===== config.mk =====
export PLATFORM = sky130hd
export DESIGN_NAME = regfile_scoreboard_flat
export DESIGN_NICKNAME = d
export VERILOG_FILES = /design/src/rtl/regfile_scoreboard_if.sv /design/src/rtl/regfile_scoreboard.sv /design/src/flat_wrapper.sv
export SDC_FILE = /design/constraint.sdc
export NUM_CORES = 2
export LEC_CHECK = 0
export CORE_ASPECT_RATIO = 0.75
export CORE_MARGIN = 4
export CORE_UTILIZATION = 40
export DETAILED_ROUTE_END_ITERATION = 8
export GPL_TIMING_DRIVEN = 0
export PLACE_DENSITY = 0.55
export SLEW_MARGIN = 20
export SYNTH_ARGS = -nofsm -noshare
export SYNTH_HDL_FRONTEND = slang
export SYNTH_SLANG_ARGS = --single-unit
export TNS_END_PERCENT = 30

===== constraint.sdc =====
create_clock -name clk -period 2.25 [get_ports clk]
set_input_delay 0.225 -clock clk [delete_from_list [all_inputs] [get_ports clk]]
set_output_delay 0.225 -clock clk [all_outputs]
set_load 0.005 [all_outputs]

===== src/rtl/regfile_scoreboard_if.sv =====
// Decode/writeback-facing bus of the register file: two read ports with busy flags,
// an issue port that marks destinations busy, and the writeback port.
interface regfile_scoreboard_if #(
    parameter int XLEN = 32,
    parameter int AW   = 5
);
    logic [AW-1:0]   ra1;
    logic [AW-1:0]   ra2;
    logic [XLEN-1:0] rd1;
    logic [XLEN-1:0] rd2;
    logic            busy1;
    logic            busy2;
    logic            issue_valid;
    logic [AW-1:0]   issue_rd;
    logic            we;
    logic [AW-1:0]   waddr;
    logic [XLEN-1:0] wdata;

    modport master (
        output ra1, ra2, issue_valid, issue_rd, we, waddr, wdata,
        input  rd1, rd2, busy1, busy2
    );

    modport slave (
        input  ra1, ra2, issue_valid, issue_rd, we, waddr, wdata,
        output rd1, rd2, busy1, busy2
    );
endinterface


===== src/rtl/regfile_scoreboard.sv =====
// Resettable integer register file with two combinational read ports and a per-register busy
// scoreboard. Optional same-cycle write-to-read forwarding is enabled by defining REGFILE_BYPASS_EN.
module regfile_scoreboard #(
    parameter int XLEN     = 32,
    parameter int NREGS    = 32,
    parameter int AW       = 5,
    parameter int ZERO_REG = 1
) (
    input logic                 clk,
    input logic                 rst_n,
    regfile_scoreboard_if.slave bus
);

    logic [XLEN-1:0]  regs [NREGS];
    logic [NREGS-1:0] busy;
    logic [XLEN-1:0]  rd1_q;
    logic [XLEN-1:0]  rd2_q;
    logic             busy1_q;
    logic             busy2_q;

    function automatic logic writable(input int idx);
        return !(ZERO_REG != 0 && idx == 0);
    endfunction

`ifdef REGFILE_BYPASS_EN
    function automatic logic legal_addr(input logic [AW-1:0] a);
        return (int'(a) < NREGS) && writable(int'(a));
    endfunction
`endif

    // Addresses at or beyond NREGS never match any index, so they are dropped naturally.
    always_ff @(posedge clk or negedge rst_n) begin
        if (!rst_n) begin
            for (int i = 0; i < NREGS; i++) begin
                regs[i] <= '0;
            end
        end else begin
            for (int i = 0; i < NREGS; i++) begin
                if (bus.we && bus.waddr == AW'(i) && writable(i)) begin
                    regs[i] <= bus.wdata;
                end
            end
        end
    end

    // A same-cycle issue to the completing register means a newer producer exists, so set wins.
    always_ff @(posedge clk or negedge rst_n) begin
        if (!rst_n) begin
            busy <= '0;
        end else begin
            for (int i = 0; i < NREGS; i++) begin
                if (bus.issue_valid && bus.issue_rd == AW'(i) && writable(i)) begin
                    busy[i] <= 1'b1;
                end else if (bus.we && bus.waddr == AW'(i)) begin
                    busy[i] <= 1'b0;
                end
            end
        end
    end

    always_comb begin
        rd1_q   = '0;
        rd2_q   = '0;
        busy1_q = 1'b0;
        busy2_q = 1'b0;
        for (int i = 0; i < NREGS; i++) begin
            if (writable(i)) begin
                if (bus.ra1 == AW'(i)) begin
                    rd1_q   = regs[i];
                    busy1_q = busy[i];
                end
                if (bus.ra2 == AW'(i)) begin
                    rd2_q   = regs[i];
                    busy2_q = busy[i];
                end
            end
        end
`ifdef REGFILE_BYPASS_EN
        // Forwarded data is complete, so busy drops unless a new producer issues this cycle.
        if (bus.we && legal_addr(bus.waddr)) begin
            if (bus.waddr == bus.ra1) begin
                rd1_q = bus.wdata;
                if (!(bus.issue_valid && bus.issue_rd == bus.ra1)) begin
                    busy1_q = 1'b0;
                end
            end
            if (bus.waddr == bus.ra2) begin
                rd2_q = bus.wdata;
                if (!(bus.issue_valid && bus.issue_rd == bus.ra2)) begin
                    busy2_q = 1'b0;
                end
            end
        end
`endif
    end

    assign bus.rd1   = rd1_q;
    assign bus.rd2   = rd2_q;
    assign bus.busy1 = busy1_q;
    assign bus.busy2 = busy2_q;

endmodule

===== src/flat_wrapper.sv =====
// flat-port wrapper written by rule: the top's interface ports become plain ports
module regfile_scoreboard_flat 
#(
    parameter int XLEN     = 32,
    parameter int NREGS    = 32,
    parameter int AW       = 5,
    parameter int ZERO_REG = 1
)
  (clk, rst_n, bus_ra1, bus_ra2, bus_issue_valid, bus_issue_rd, bus_we, bus_waddr, bus_wdata, bus_rd1, bus_rd2, bus_busy1, bus_busy2);
  regfile_scoreboard_if #(.XLEN(XLEN), .AW(AW)) bus_i ();
  input logic clk;
  input logic rst_n;
  input wire logic [$bits(bus_i.ra1)-1:0] bus_ra1;
  input wire logic [$bits(bus_i.ra2)-1:0] bus_ra2;
  input wire logic [$bits(bus_i.issue_valid)-1:0] bus_issue_valid;
  input wire logic [$bits(bus_i.issue_rd)-1:0] bus_issue_rd;
  input wire logic [$bits(bus_i.we)-1:0] bus_we;
  input wire logic [$bits(bus_i.waddr)-1:0] bus_waddr;
  input wire logic [$bits(bus_i.wdata)-1:0] bus_wdata;
  output wire logic [$bits(bus_i.rd1)-1:0] bus_rd1;
  output wire logic [$bits(bus_i.rd2)-1:0] bus_rd2;
  output wire logic [$bits(bus_i.busy1)-1:0] bus_busy1;
  output wire logic [$bits(bus_i.busy2)-1:0] bus_busy2;
  assign bus_i.ra1 = bus_ra1;
  assign bus_i.ra2 = bus_ra2;
  assign bus_i.issue_valid = bus_issue_valid;
  assign bus_i.issue_rd = bus_issue_rd;
  assign bus_i.we = bus_we;
  assign bus_i.waddr = bus_waddr;
  assign bus_i.wdata = bus_wdata;
  assign bus_rd1 = bus_i.rd1;
  assign bus_rd2 = bus_i.rd2;
  assign bus_busy1 = bus_i.busy1;
  assign bus_busy2 = bus_i.busy2;
  regfile_scoreboard #(.XLEN(XLEN), .NREGS(NREGS), .AW(AW), .ZERO_REG(ZERO_REG)) u_core (.clk(clk), .rst_n(rst_n), .bus(bus_i));
endmodule

After elaboration in Yosys (flattened, before gate mapping)
Cells that the tools add are included.

Eq/ne operators: 124. Muxes and demuxes: 186. Reduce and logical (&&, ||, !) cells: 93.

Operators by type and width (number): 32-bit 2-to-1 mux (62); 5-bit equality test (second input constant) (64); 5-bit by 4-bit equality test with 1-bit output (second input constant) (32); 1-bit 2-to-1 mux (124); 5-bit by 3-bit equality test with 1-bit output (second input constant) (16); 1-bit logical AND (62); 2-bit nonzero test (31); 5-bit by 2-bit equality test with 1-bit output (second input constant) (8); 5-bit by 1-bit equality test with 1-bit output (second input constant) (4).

Flip-flop bits (word level): 1023. Output and inout bits: 66.

Longest topological paths before layout
Depth after elaboration: 32. Depth in mapped cells: 12. Depth with buffers taken out: 7.

Worst setup path after synthesis
Ideal clock, no wire load.

Kind: input port to output port. Start point: input bus_ra2[1]. End point: output bus_rd2[2]. Data arrival time: 1.885 ns. Required time: 2.025 ns. Path slack: 0.140 ns. Stages on the path: 10. Buffers on the path: 3. Cells stage by stage: buf_6 -> buf_6 -> nor2b_1 -> buf_4 -> nand2_4 -> o22ai_1 -> or4_1 -> a211oi_1 -> a211oi_1 -> nor3_1.

Longest elaborated chain between the ends: 32.

RTL lines: start, declared (line flat_wrapper.sv:14) `input wire logic [$bits(bus_i.ra2)-1:0] bus_ra2;`; 5-bit by 1-bit equality test with 1-bit output (line regfile_scoreboard.sv:72) `if (bus.ra2 == AW'(i)) begin`; 32-bit 2-to-1 mux (30 in a row) (line regfile_scoreboard.sv:72); 32-bit 2-to-1 mux (*) (line regfile_scoreboard.sv:72); end, declared (line flat_wrapper.sv:21) `output wire logic [$bits(bus_i.rd2)-1:0] bus_rd2;`.

Every way passes the cells marked *; elsewhere a longest branch is shown, timed or not.

Worst setup path in the final report
Start point: register u_core.regs[917] (netlist bit). End point: output bus_rd1[21].

Longest elaborated chain between the ends: 29.

RTL lines: start, declared (line regfile_scoreboard.sv:14) `logic [XLEN-1:0] regs [NREGS];`; start signal, assigned by index (line regfile_scoreboard.sv:40) `regs[i] <= bus.wdata;`; 32-bit 2-to-1 mux (29 in a row) (line regfile_scoreboard.sv:68) `if (bus.ra1 == AW'(i)) begin`; end, declared (line flat_wrapper.sv:20) `output wire logic [$bits(bus_i.rd1)-1:0] bus_rd1;`.

Every way passes these cells.

==> results by group <==
Power and ir drop
  – Pleak: 31.93 nW
  – Pwr Density: 814.7 nW/µm²
  – Max VDD drop: 690.1 µV

Drt
  – Met1 Wirelength: 150700 µm
  – Post-route ant nets: 0
  – WL per Instance: 51.16 µm
  – DRT iter0 DRCs: 11.53k
  – Average vias per placed instance: 7.599
  – Met3 Routed Length: 70940 µm
  – Wirelength, routed: 405700 µm
  – Highest metal used: met5
  – DR DRC count: 183
  – DR vias: 60.26k
  – WL met2: 146300 µm
  – DR pass1 iterations: 9

Placement
  – GP Congestion: 1.119
  – Dpl cells: 7323
  – DP Area: 60490 µm²
  – Dpl ws: -3529 ps
  – PortBufs: 116
  – Final HPWL DP: 298300 µm

Floorplan
  – Initial core utilization: 40.46%
  – Die span in y: 332.5 µm
  – # rows: 118
  – Die footprint: 146500 µm²
  – Io pins: 122
  – Core area: 138800 µm²
  – Die width: 440.6 µm

Global route
  – GRT Resource Usage Total: 53.39%
  – First-pass GRT wire length: 520300 µm
  – Antenna violations before repair: 46
  – Pin count of the biggest net entering global routing: 144
  – GRT overflow: 0
  – Vias in the first global route: 54.74k

Cells and area
  – FILL cells: 12.29k
  – Non-filler cells, final: 7930
  – Layout cells sized above 1: 44.70%
  – Nets@finish: 5992
  – Post-route cell area: 74830 µm²
  – Syn-to-layout area delta: 33.26%
  – Multi-input gate area: 32420 µm²
  – Sequential Area: 25640 µm²

Worst setup path
  – Critical-path top delay cell: o211ai_1
  – Arrival time at the worst endpoint: 3070 ps
  – Critical Path End Type: output pin
  – CP peak stage delay: 530 ps
  – Critical Path Fanout Max: 3
  – Crit path launch type: register
  – Setup CP Type: reg2out
  – CP Cell Sequence: mux2_2, a22oi_2, nor2_2, o211ai_1, a31oi_2, a211oi_2, o21ai_1, buf_2
  – Required time of the critical path: 2030 ps

Yosys
  – Mapped Area: 56150 µm²
  – Synth Area in Simple Gates: 8.204%
  – Post-synthesis compound-gate area fraction: 18.98%
  – Synth cell types: 96
  – Post-synth net total: 5372
  – Synth Warn #: 0
  – Mux contribution to synthesized area: 23.01%
  – Main combinational cell family by area after synthesis: multiplexers
  – Post-Synth XOR/XNOR Area: 0.01560%
  – Mapped Cells: 5316
  – Asr flop ratio synth: 100.0%
  – Sequential fraction of the synthesis area: 45.59%
  – Post-synth EDFFs: 0
  – Top FF cell, synth: dfrtp_1
  – Synth Area per Inst: 10.56 µm²
  – Synth Register Bits: 1023
  – Synth Area in Adders: 0%

Run status
  – Outcome: complete, but fails checks
  – Violated checks: DRC, hold timing, setup timing

Timing
  – Worst hold margin: -667.3 ps
  – Slew @ Worst Pin: 1335 ps
  – Pins over their slew limit: 0
  – Slew HR: 10.98%
  – Maximum operating frequency: 0.3037 GHz
  – Final Skew: 0 ps
  – RSZ-0062 raised after global routing: yes
  – Fin. Hold Viols: 246
  – Setup-failing EPs final: 355
  – Worst setup margin: -1042 ps
  – Final min period: 3292 ps
  – Crit share post-route: 146.3%

Clocking
  – Max clock buf depth: 3
  – CTS clk-pin slew, worst paths: 70 ps
  – H-tree levels: 3
  – Cts bufs inserted: 112
  – CTS tree: built
  – Clk sinks: 1023
  – Root buf cell: clkbuf_16
  – Clock Latency Late Sink: 780 ps

Run
  – Max_cap viols: 0

Worst hold path
  – Min-Delay Path Class: in2async
[cell type report]
type,count,area share [%]
Tap cell,1860,3.110
Sequential cell,1023,34.26
Inverter,19,0.1405
Antenna cell,37,0.1237
Clock buffer,153,4.193
Timing Repair Buffer,524,7.103
Buffer,497,6.509
Multi-Input combinational cell,3759,43.32
Clock inverter,58,1.234
[cell usage after synthesis, types with 16 or more instances]
cell type | number | area, µm²
dfrtp_1 | 1023 | 25600
nand2b_1 | 30 | 187.7
o2111ai_1 | 21 | 183.9
mux2i_1 | 139 | 1391
buf_1 | 39 | 146.4
o22a_1 | 28 | 245.2
a21oi_1 | 301 | 1506
buf_4 | 26 | 195.2
a211oi_1 | 40 | 300.3
nor2_1 | 273 | 1025
a31oi_1 | 44 | 275.3
o2bb2ai_1 | 30 | 262.8
inv_1 | 16 | 60.06
clkbuf_1 | 287 | 1077
nor2b_1 | 32 | 200.2
a221oi_1 | 72 | 630.6
o21ai_0 | 474 | 2372
a221o_1 | 20 | 200.2
a22o_1 | 34 | 297.8
a211o_1 | 20 | 175.2
a22oi_1 | 120 | 900.9
o22ai_1 | 197 | 1232
mux2_2 | 1010 | 11370
o221ai_1 | 27 | 236.5
buf_2 | 155 | 775.7
nand3_1 | 71 | 355.3
nor3_1 | 101 | 505.5
or3_1 | 23 | 143.9
nand4_1 | 17 | 106.4
a222oi_1 | 50 | 500.5
o211ai_1 | 46 | 345.3
nand2_1 | 295 | 1107
[timing repair]
item | 4_1_cts | 5_1_grt
hold endpoints to repair | 176 | 169
endpoints found under the setup margin | 491 | 573
resized for setup | 1845 | 291
setup buffers | 274 | 92
gates cloned | 8 | 3
pin swaps | 336 | 202
hold buffers | 2 | 6
[worst max-delay path, delay by kind of cell, from the launching register on]
kind | cells | cell delay, ps
buf+inv | 1 | 140
flops | 1 | 400
mux | 1 | 280
simple gates | 1 | 80
compound gates | 5 | 1380
[stage by stage]
stage               power (mW)  utilization (%)  hold WS (ps)  TNS (ps)
finish                   60.97            53.92        -667.3    -74680
global route             61.76            53.86        -642.3    -58300
CTS                      59.25            52.54        -662.1    -80270
detailed placement       36.45            43.59         174.2   -990590
global placement         36.03            42.98         504.5         -
floorplan                30.37                -        -70.59         0
[state kept, by name, indices dropped and copies added, names as in the netlist]
name and count:
u_core.busy 31, u_core.regs 992
[power breakdown]
group	internal, mW	leakage [nW]	switching, mW
clock network	12.2	1.99	9.07
logic	5.97	16.9	7.48
registers	22.0	13.0	4.20
[cell families after synthesis]
family / after synthesis
multiplexers: 1156
buffers and inverters: 534
AND/OR/NAND/NOR: 960
AO/OA/AOI/OAI: 1642
XOR/XNOR: 1
flip-flops: 1023
[cell usage in the layout, fill, tap and decap left out, types with 28 or more instances in the layout]
cell	netlist	final
a21oi_1	301	232
nand2_1	295	247
a21oi_4	0	29
mux2_2	1010	1004
dfrtp_1	1023	991
clkbuf_4	0	41
buf_6	8	91
buf_8	0	47
clkbuf_1	287	131
o211ai_1	46	46
o21ai_0	474	357
clkbuf_16	0	126
o22ai_1	197	186
clkdlybuf4s50_1	0	44
o21ai_1	10	46
a22oi_1	120	99
mux2i_1	139	136
dfrtp_2	0	32
diode_2	0	37
a22o_1	34	33
o21ai_2	0	58
nand3_1	71	51
clkbuf_2	0	60
nor3_1	101	62
a31oi_1	44	29
nor2_4	3	55
buf_16	0	38
clkbuf_8	0	66
o22a_1	28	28
buf_4	26	308
buf_12	0	97
a221oi_1	72	43
nor3_2	4	28
a21oi_2	1	41
buf_2	155	107
a222oi_1	50	50
nor2_1	273	205
[path summary, 6_finish.rpt]
check | startpoint | to | slack, ps | cells past startpoint
min in group clk | bus_wdata[7] | u_core.regs[327] | 140 | 2
min | rst_n | u_core.regs[850] | -670 | 1
max in group asynchronous | rst_n | u_core.regs[350] | 620 | 4
max | u_core.regs[917] | bus_rd1[21] | -1040 | 8
max reg2reg | u_core.regs[768] | u_core.regs[768] | 1110 | 2
min reg2reg | u_core.regs[883] | u_core.regs[883] | 530 | 1
[metal layers]
metal / up-vias / track usage [%]
li1: 21460 / -
met1: 30710 / 67.12
met2: 6355 / 66.42
met3: 1698 / 32.86
met4: 38 / 35.42
met5: - / 3.258
(Power assumes the default switching activity.)
